[config.mk]
export PLATFORM = sky130hd
export DESIGN_NAME = clk_div_prog_flat
export DESIGN_NICKNAME = d
export VERILOG_FILES = /design/src/rtl/clk_div_pkg.sv /design/src/rtl/clk_div_if.sv /design/src/rtl/clk_div_chan.sv /design/src/rtl/clk_div_prog.sv /design/src/flat_wrapper.sv
export SDC_FILE = /design/constraint.sdc
export NUM_CORES = 1
export LEC_CHECK = 0
export CORE_ASPECT_RATIO = 1.5
export CORE_MARGIN = 5
export CORE_UTILIZATION = 59
export DETAILED_ROUTE_END_ITERATION = 10
export GPL_TIMING_DRIVEN = 0
export MAX_ROUTING_LAYER = met4
export PLACE_DENSITY = 0.81
export RECOVER_POWER = 100
export SYNTH_ARGS = -nofsm -noshare
export SYNTH_HDL_FRONTEND = slang
export SYNTH_SLANG_ARGS = --single-unit
[constraint.sdc]
create_clock -name F10MB -period 4.8 [get_ports F10MB]
set_clock_uncertainty 0.2 [all_clocks]
set_input_delay 0.96 -clock F10MB [delete_from_list [all_inputs] [get_ports F10MB]]
set_output_delay 0.96 -clock F10MB [all_outputs]
set_load 0.01 [all_outputs]
[src/rtl/clk_div_pkg.sv]
// Shared definitions for the programmable clock divider: channel states,
// ratio limits and the ratio clamp.
package clk_div_pkg;

  typedef enum logic {
    ST_IDLE = 1'b0,
    ST_RUN  = 1'b1
  } chan_st_e;

  localparam int MIN_DIV     = 2;
  localparam int DEFAULT_DIV = 20;
  localparam int MAX_DIV_W   = 32;

  // Ratios below MIN_DIV cannot form a high and a low phase, so they are raised to MIN_DIV.
  function automatic logic [MAX_DIV_W-1:0] clamp_div(input logic [MAX_DIV_W-1:0] v);
    return (v < MAX_DIV_W'(MIN_DIV)) ? MAX_DIV_W'(MIN_DIV) : v;
  endfunction

endpackage

[src/rtl/clk_div_if.sv]
// Control and status bundle for the multi-channel divider.
interface clk_div_if #(
  parameter int NCH   = 4,
  parameter int DIV_W = 8
);
  logic [NCH-1:0]       EN;
  logic [NCH-1:0]       DIV_LOAD;
  logic [NCH*DIV_W-1:0] DIV_VAL;
  logic                 SYNC;
  logic [NCH-1:0]       CLK_OUT;
  logic [NCH-1:0]       TICK;
  logic [NCH-1:0]       PEND;

  modport master (
    output EN, DIV_LOAD, DIV_VAL, SYNC,
    input  CLK_OUT, TICK, PEND
  );

  modport slave (
    input  EN, DIV_LOAD, DIV_VAL, SYNC,
    output CLK_OUT, TICK, PEND
  );
endinterface

[src/rtl/clk_div_chan.sv]
// One divider channel: IDLE/RUN FSM, period counter, shadow ratio and active ratio.
// The shadow is only copied to the active ratio on a period boundary or while idle.
module clk_div_chan #(
  parameter int DIV_W   = 8,
  parameter int DEF_DIV = 20
) (
  input  logic             clk_i,
  input  logic             rst_i,
  input  logic             en_i,
  input  logic             load_i,
  input  logic [DIV_W-1:0] val_i,
  input  logic             sync_i,
  output logic             clk_o,
  output logic             tick_o,
  output logic             pend_o
);
  import clk_div_pkg::*;

  localparam logic [DIV_W-1:0] DEF_N = DIV_W'(DEF_DIV);

  chan_st_e         state_q, state_d;
  logic [DIV_W-1:0] cnt_q, cnt_d;
  logic [DIV_W-1:0] shadow_q, shadow_d;
  logic [DIV_W-1:0] nact_q, nact_d;
  logic             pend_q, pend_d;
  logic             clk_q, clk_d;
  logic             tick_q, tick_d;

  logic [DIV_W:0]   hi;
  logic [DIV_W:0]   cnt_inc;
  logic             wrap;
  logic             apply;

  // One extra bit so ceil(N/2) cannot overflow at the maximum ratio.
  assign hi      = ({1'b0, nact_q} + (DIV_W+1)'(1)) >> 1;
  assign cnt_inc = {1'b0, cnt_q} + (DIV_W+1)'(1);
  assign wrap    = (cnt_q == nact_q - DIV_W'(1));

  always_ff @(posedge clk_i or posedge rst_i) begin
    if (rst_i) state_q <= ST_IDLE;
    else       state_q <= state_d;
  end

  always_comb begin
    state_d = state_q;
    case (state_q)
      ST_IDLE: if (en_i)  state_d = ST_RUN;
      ST_RUN:  if (!en_i) state_d = ST_IDLE;
      default:            state_d = ST_IDLE;
    endcase
  end

  always_comb begin
    cnt_d  = '0;
    clk_d  = 1'b0;
    tick_d = 1'b0;
    apply  = 1'b0;
    case (state_q)
      ST_IDLE: begin
        apply = 1'b1;
        if (en_i) begin
          clk_d  = 1'b1;
          tick_d = 1'b1;
        end
      end
      ST_RUN: begin
        if (!en_i) begin
          apply = 1'b0;
        end else if (sync_i || wrap) begin
          clk_d  = 1'b1;
          tick_d = 1'b1;
          apply  = 1'b1;
        end else begin
          cnt_d = cnt_inc[DIV_W-1:0];
          clk_d = (cnt_inc < hi);
        end
      end
      default: apply = 1'b0;
    endcase

    // The applied ratio is the pre-edge shadow, so a coincident load stays pending.
    shadow_d = load_i ? DIV_W'(clamp_div(MAX_DIV_W'(val_i))) : shadow_q;
    nact_d   = apply ? shadow_q : nact_q;
    pend_d   = load_i ? 1'b1 : (apply ? 1'b0 : pend_q);
  end

  always_ff @(posedge clk_i or posedge rst_i) begin
    if (rst_i) begin
      cnt_q    <= '0;
      shadow_q <= DEF_N;
      nact_q   <= DEF_N;
      pend_q   <= 1'b0;
      clk_q    <= 1'b0;
      tick_q   <= 1'b0;
    end else begin
      cnt_q    <= cnt_d;
      shadow_q <= shadow_d;
      nact_q   <= nact_d;
      pend_q   <= pend_d;
      clk_q    <= clk_d;
      tick_q   <= tick_d;
    end
  end

  assign clk_o  = clk_q;
  assign tick_o = tick_q;
  assign pend_o = pend_q;

endmodule

[src/rtl/clk_div_prog.sv]
// Multi-channel programmable clock divider: NCH independent channels sharing
// the system clock and a global phase-restart strobe.
module clk_div_prog #(
  parameter int NCH     = 4,
  parameter int DIV_W   = 8,
  parameter int DEF_DIV = clk_div_pkg::DEFAULT_DIV
) (
  input  logic     F10MB,
  input  logic     RESET,
  clk_div_if.slave bus
);

  logic [NCH-1:0] clk_w;
  logic [NCH-1:0] tick_w;
  logic [NCH-1:0] pend_w;

  for (genvar i = 0; i < NCH; i++) begin : g_ch
    clk_div_chan #(
      .DIV_W   (DIV_W),
      .DEF_DIV (DEF_DIV)
    ) u_ch (
      .clk_i  (F10MB),
      .rst_i  (RESET),
      .en_i   (bus.EN[i]),
      .load_i (bus.DIV_LOAD[i]),
      .val_i  (bus.DIV_VAL[i*DIV_W +: DIV_W]),
      .sync_i (bus.SYNC),
      .clk_o  (clk_w[i]),
      .tick_o (tick_w[i]),
      .pend_o (pend_w[i])
    );
  end

  assign bus.CLK_OUT = clk_w;
  assign bus.TICK    = tick_w;
  assign bus.PEND    = pend_w;

endmodule

[src/flat_wrapper.sv]
// flat-port wrapper written by rule: the top's interface ports become plain ports
module clk_div_prog_flat 
#(
  parameter int NCH     = 4,
  parameter int DIV_W   = 8,
  parameter int DEF_DIV = clk_div_pkg::DEFAULT_DIV
)
  (F10MB, RESET, bus_EN, bus_DIV_LOAD, bus_DIV_VAL, bus_SYNC, bus_CLK_OUT, bus_TICK, bus_PEND);
  clk_div_if #(.NCH(NCH), .DIV_W(DIV_W)) bus_i ();
  input  logic F10MB;
  input  logic RESET;
  input wire logic [$bits(bus_i.EN)-1:0] bus_EN;
  input wire logic [$bits(bus_i.DIV_LOAD)-1:0] bus_DIV_LOAD;
  input wire logic [$bits(bus_i.DIV_VAL)-1:0] bus_DIV_VAL;
  input wire logic [$bits(bus_i.SYNC)-1:0] bus_SYNC;
  output wire logic [$bits(bus_i.CLK_OUT)-1:0] bus_CLK_OUT;
  output wire logic [$bits(bus_i.TICK)-1:0] bus_TICK;
  output wire logic [$bits(bus_i.PEND)-1:0] bus_PEND;
  assign bus_i.EN = bus_EN;
  assign bus_i.DIV_LOAD = bus_DIV_LOAD;
  assign bus_i.DIV_VAL = bus_DIV_VAL;
  assign bus_i.SYNC = bus_SYNC;
  assign bus_CLK_OUT = bus_i.CLK_OUT;
  assign bus_TICK = bus_i.TICK;
  assign bus_PEND = bus_i.PEND;
  clk_div_prog #(.NCH(NCH), .DIV_W(DIV_W), .DEF_DIV(DEF_DIV)) u_core (.F10MB(F10MB), .RESET(RESET), .bus(bus_i));
endmodule
==> results.json, run 1 <==
{
  "yosysWarnings": 0,
  "synth_top_area_share_pct": 33.9,
  "worstPathRequired_ps": 4840,
  "wire_length_of_the_first_global_routing_pass_um": 27000,
  "routed_wire_length_per_instance_um": 16.7,
  "crit_buf_inv": 2,
  "pin_count_of_the_biggest_net_entering_global_routing": 63,
  "grt_overflow_total": 0,
  "fp-row-count": 49,
  "finalWorstPathRequiredPeriod_ps": 3750,
  "std_cell_core_area_sq_um": 11900,
  "fin_setup_tns_ps": 0,
  "worst-endpoint-arrival_ps": 3790,
  "synth.yosys.seq_area_share_pct": 39.8,
  "finalHoldViolCount": 0,
  "synth_ff_type": "dfrtp_1",
  "synth_cell_types": 70,
  "area_delta_synth_final_pct": 15.0,
  "worst_setup_path_start_kind": "register",
  "netlist.top_cell.by_area": "dfrtp_1",
  "postCtsResizedCells": 0,
  "total_routing_usage_reported_by_global_routing_pct": 23.6,
  "final.period_utilization_pct": 78.1,
  "drtIter0Drc": 193,
  "residual_drc_count": 0,
  "violations": "capacitance limit, slew limit",
  "portBuffers": 52,
  "report.final.setup_viol": 0,
  "cts-htree-levels": 3,
  "synthesis.nets": 805,
  "detailroute.via_count": 5690,
  "mappedNetlistArea_sq_um": 7090,
  "synth_commonest_cells": "dfrtp_1 (96), xnor2_1 (48), nand2_1 (47), nand3_1 (47)",
  "final_net_count": 869,
  "crit_chain": "clkbuf_1 -> inv_1 -> ha_1 -> or3b_1 -> nor3_1 -> xnor2_1 -> o41a_1 -> o21ai_0 -> mux2_2",
  "insertion_delay_ps": 350,
  "synth.most_common_cell": "dfrtp_1",
  "yosys-top-cells-area": "dfrtp_1 (34%), ha_1 (7.1%), dfstp_2 (5.9%)",
  "endpoint_kind": "register",
  "drt-total-wl_um": 15800,
  "instances_no_fill": 944,
  "post_route_cells_drive_above_1_share_pct": 11.5,
  "path_clk_slew_ps": 80,
  "io-pin-count": 55,
  "synth_enable_flop_cells": 0,
  "place_hpwl_um": 11600,
  "power.density_nw_per_um2": 324,
  "hold_path_class": "reg -> reg",
  "initial_core_util_pct": 59.6,
  "finalMaxSlewViolations": 51,
  "ir_drop_mv": 0.226,
  "postSynthCellCount": 722,
  "die-area_sq_um": 14300,
  "number_of_global_route_vias_before_repair": 6041,
  "antenna_found_initial": 0,
  "timing.max_slew.rel_slack_pct": -52.0,
  "post_synth.cell_area_avg_sq_um": 9.82,
  "crit_type": "reg -> reg",
  "leakage_uw": 0.00345,
  "cp_top_delay_family": "compound AO/OA/AOI/OAI gates",
  "asyncSetResetFlopFracSynth_pct": 100,
  "fmax_mhz": 267,
  "fin_worst_hold_slack_ps": 296,
  "tritoncts.num_buffers": 9,
  "dpl.cell_count": 928,
  "run_status": "complete, but fails checks",
  "antennaDiodeCount": 0,
  "numClockSinks": 112,
  "globalplace.congestion": 0.901,
  "postCtsSetupBuffers": 0,
  "setup_repair_after_global_routing_missed_its_margin": "no",
  "critical-path-slowest-cell": "o21ai_0",
  "transition_time_at_the_pin_with_the_least_slew_margin_ps": 2270,
  "die_h_um": 144,
  "die-width_um": 99.5,
  "crit_path_max_incr_delay_ps": 1020,
  "critical_path.max_fanout": 9,
  "timing.max_cap.violations": 1,
  "cts_hold_repair.buffers": 0,
  "dr.pass1.iters": 4,
  "fillers": 915,
  "ant_nets": 0,
  "clock_path_buffers": 2,
  "clk_root_buffer_cell": "clkbuf_16",
  "tritoncts": "yes",
  "synth_seq_cells": 112,
  "avgViaCountPerCell": 6.03
}
cell families (layout without fill, tap and decap cells):
family	after synthesis	in the layout	synth area share, %
and+or+nand+nor	227	227	16.7
AOI/OAI and AO/OA	131	131	14.2
DFF	112	112	39.8
xor gates and xnor gates	88	88	10.9
buffers and inverters	87	156	5.44
adders and majority gates	40	40	7.06
muxes	37	37	5.84
state kept, by name (all words and copies together), names as in the netlist:
signal,cells
u_core.g_ch.u_ch.cnt_q,32
u_core.g_ch.u_ch.nact_q,32
u_core.g_ch.u_ch.shadow_q,32
u_core.g_ch.u_ch.clk_o,4
u_core.g_ch.u_ch.pend_o,4
u_core.g_ch.u_ch.state_q,4
u_core.g_ch.u_ch.tick_o,4
layout by cell type (no fill, tap or decap), types with 8 or more instances in the layout:
cell type	count
a21oi_1	20
and3_1	9
buf_4	12
clkbuf_1	31
clkbuf_16	9
clkdlybuf4s50_1	29
dfrtp_1	96
dfstp_2	16
dlygate4sd3_1	23
ha_1	40
inv_1	37
mux2_2	34
nand2_1	47
nand2b_1	8
nand3_1	47
nand4_1	9
nor2_1	31
nor2b_1	27
nor3_1	10
o2111ai_1	11
o21ai_0	17
or3_1	9
or4_1	8
xnor2_1	48
xor2_1	40
stage by stage:
step	area, sq um	setup WS (ps)	util, %	total power [uW]
after CTS	8170	1680	68.7	2650
after global placement	7800	-833	65.6	1740
after floorplan	7090	707	-	1590
after detailed placement	7830	1680	65.8	1780
after global routing	8150	778	68.5	2780
final	8150	1050	68.5	2640
final timing paths:
path	startpoint	endpoint	slack [ps]	cells after the start
setup / recovery	u_core.g_ch[1].u_ch.nact_q[0]	u_core.g_ch[1].u_ch.nact_q[3]	1050	9
hold / removal	u_core.g_ch[0].u_ch.pend_o	u_core.g_ch[0].u_ch.pend_o	300	1
setup reg to reg	u_core.g_ch[1].u_ch.nact_q[0]	u_core.g_ch[1].u_ch.nact_q[3]	1050	9
hold reg to reg	u_core.g_ch[0].u_ch.pend_o	u_core.g_ch[0].u_ch.pend_o	300	1
max in group asynchronous	RESET	u_core.g_ch[0].u_ch.shadow_q[4]	1840	3
min in group asynchronous	RESET	u_core.g_ch[1].u_ch.cnt_q[4]	1480	2
area by class of cell:
class	instances	area (sq um)	share of cell area, %
clock buffer	10	229	2.81
timing repair buffer	53	548	6.72
inverter	39	148	1.81
sequential	112	2820	34.6
multi-input combinational	523	3860	47.3
buffer	48	236	2.90
tap	153	191	2.35
clock inverter	6	116	1.43
where the power goes:
| part | switching, uW | internal [uW] |
|---|---|---|
| registers | 73.9 | 1040 |
| logic | 359 | 294 |
| clock network | 361 | 516 |
| total | 794 | 1850 |
metal layers:
layer  routed length, um  share of wire (%)  global-route usage [%]  vias to the layer above
met3                 570                3.6                    3.19                       63
met5                   0                  0                       -                        -
met4                 592                3.8                    11.2                        0
met2                8350                 53                    42.1                      162
li1                    -                  -                       -                     2694
met1                6270                 40                    26.0                     2771
No activity file was read; power rests on OpenSTA's default activity.
==> run 2, diff against run 1 <==
==> constraint.sdc (replaced) <==
create_clock -name F10MB -period 3.55 [get_ports F10MB]
set_clock_uncertainty 0.2 [all_clocks]
set_input_delay 0.71 -clock F10MB [delete_from_list [all_inputs] [get_ports F10MB]]
set_output_delay 0.71 -clock F10MB [all_outputs]
set_load 0.01 [all_outputs]
==> run 2 against run 1 <==
  * The flow now finishes without violations
  * Cell area is 0.66% lower
  * Critical endpoint is now u_core.g_ch[2].u_ch.cnt_q[5]
  * Sequential power is 35% higher
  * Critical path depth down 2
  * Utilization down 0.45 points
  * Global-route usage decreased by 0.91 points
  * Worst setup slack got worse by 650 ps
  * Flip-flop and latch count unchanged
  * Maximum frequency grew 19%
  * Register-to-register slack worse by 650 ps
  * Clock-buffer cell count stayed put
  * Wire length decreased by 3.2%
  * Die area unchanged
==> results.json, run 2 (same netlist as run 1, synthesis figures left out) <==
{
  "run_status": "finished clean",
  "timing.max_cap.violations": 0,
  "tritoncts.num_buffers": 9,
  "clock_path_buffers": 2,
  "final_net_count": 870,
  "pin_count_of_the_biggest_net_entering_global_routing": 42,
  "grt_overflow_total": 0,
  "routedLengthMet1_um": 6140,
  "drt-total-wl_um": 15300,
  "post_route_cells_drive_above_1_share_pct": 12.2,
  "final.period_utilization_pct": 88.7,
  "std_cell_core_area_sq_um": 11900,
  "total_routing_usage_reported_by_global_routing_pct": 22.7,
  "worstPathRequired_ps": 3590,
  "pwr-share-comb_pct": 25.9,
  "route.met3.wl_um": 531,
  "leakage_uw": 0.00342,
  "die-width_um": 99.5,
  "largestRegisters": "u_core.g_ch.u_ch.cnt_q x32, u_core.g_ch.u_ch.nact_q x32, u_core.g_ch.u_ch.shadow_q x32",
  "timing.max_slew.rel_slack_pct": 9.48,
  "area_delta_synth_final_pct": 14.2,
  "setup_repair_after_global_routing_missed_its_margin": "no",
  "place_hpwl_um": 11600,
  "finalHoldViolCount": 0,
  "number_of_global_route_vias_before_repair": 5853,
  "drtIter0Drc": 239,
  "insertion_delay_ps": 350,
  "worst-endpoint-arrival_ps": 3190,
  "ir_drop_mv": 0.341,
  "finalWorstPathRequiredPeriod_ps": 3150,
  "die_h_um": 144,
  "cts_hold_repair.buffers": 0,
  "postCtsSetupBuffers": 0,
  "internal_power_uw": 2310,
  "crit_type": "reg -> reg",
  "io-pin-count": 55,
  "switching_share_of_power_pct": 31.5,
  "endpoint_kind": "register",
  "numClockSinks": 112,
  "power_frac_seq_pct": 44.6,
  "fmax_mhz": 318,
  "final_design_area_no_fill_sq_um": 8100,
  "antenna_found_initial": 0,
  "power.density_nw_per_um2": 416,
  "critical_path.max_fanout": 10,
  "avgViaCountPerCell": 5.98,
  "postCtsResizedCells": 0,
  "dpl_cell_area_sq_um": 7840,
  "clk_root_buffer_cell": "clkbuf_16",
  "fin_worst_hold_slack_ps": 305,
  "fp-row-count": 49,
  "clock_power_share_pct": 29.4,
  "finish.utilization_pct": 68.1,
  "hold_path_class": "reg -> reg",
  "layout.cells.most_common": "dfrtp_1",
  "antennaDiodeCount": 0,
  "fin_setup_tns_ps": 0,
  "highest-signal-layer": "met4",
  "dr.pass1.iters": 6,
  "initial_core_util_pct": 59.6,
  "die-area_sq_um": 14300,
  "path_clk_slew_ps": 80,
  "power_switching_uw": 1060,
  "report.final.setup_viol": 0,
  "portBuffers": 52,
  "finalMaxSlewViolations": 0,
  "routed_wire_length_per_instance_um": 16.2,
  "routed-wl-met2_um": 8120,
  "residual_drc_count": 0,
  "wire_length_of_the_first_global_routing_pass_um": 26100,
  "cts-htree-levels": 3,
  "worst_setup_path_start_kind": "register",
  "globalplace.congestion": 0.916,
  "ant_nets": 0,
  "detailroute.via_count": 5652,
  "tritoncts": "yes",
  "mostFrequentLayoutCells": "dfrtp_1 (96), xnor2_1 (48), nand3_1 (47), nand2_1 (47)",
  "transition_time_at_the_pin_with_the_least_slew_margin_ps": 1350
}
[run 2: through the flow]
step                      worst slack (ps)  cells  power [uW]
after floorplan                        788    722        2150
after global routing                   102    945        3560
after CTS                              443    945        3400
after detailed placement               481    929        2400
after global placement                 256    927        2350
final                                  401    945        3370
[run 2: final timing paths]
kind / cells past startpoint / from / endpoint / slack [ps]
worst min register to register: 1 / u_core.g_ch[0].u_ch.shadow_q[3] / u_core.g_ch[0].u_ch.shadow_q[3] / 310
min in group asynchronous: 2 / RESET / u_core.g_ch[3].u_ch.state_q / 910
worst min-delay path: 1 / u_core.g_ch[0].u_ch.shadow_q[3] / u_core.g_ch[0].u_ch.shadow_q[3] / 310
worst max register to register: 7 / u_core.g_ch[2].u_ch.nact_q[3] / u_core.g_ch[2].u_ch.cnt_q[5] / 400
max in group asynchronous: 3 / RESET / u_core.g_ch[1].u_ch.cnt_q[7] / 680
worst max-delay path: 7 / u_core.g_ch[2].u_ch.nact_q[3] / u_core.g_ch[2].u_ch.cnt_q[5] / 400
[run 2: power groups by stage]
stage / sequential [uW] / combinational [uW] / clock, uW
finish: 1500 / 873 / 992
global route: 1520 / 977 / 1060
CTS: 1500 / 888 / 1010
detailed placement: 1530 / 879 / 0
global placement: 1520 / 832 / 0
floorplan: 1500 / 653 / 0
[run 2: layout make-up]
class / count / area, sq um
Clock inverter: 6 / 50.0
Tap cell: 153 / 191
Buffer: 48 / 236
Multi-Input combinational cell: 523 / 3880
Fill cell: 900 / 3800
Sequential cell: 112 / 2820
Clock buffer: 10 / 239
Timing Repair Buffer: 54 / 531
Inverter: 39 / 148
[run 2: worst max-delay path: stages, from the launching register on]
cell	delay (ps)
dfrtp_1	380
buf_6	140
or4_1	530
or3_1	360
a21oi_1	160
o21ai_0	320
o211ai_1	680
and2b_1	260
[run 2: layer usage]
metal | vias up | track usage [%]
li1 | 2709 | -
met3 | 46 | 3.04
met5 | - | -
met2 | 146 | 40.5
met1 | 2751 | 25.5
met4 | 0 | 9.42
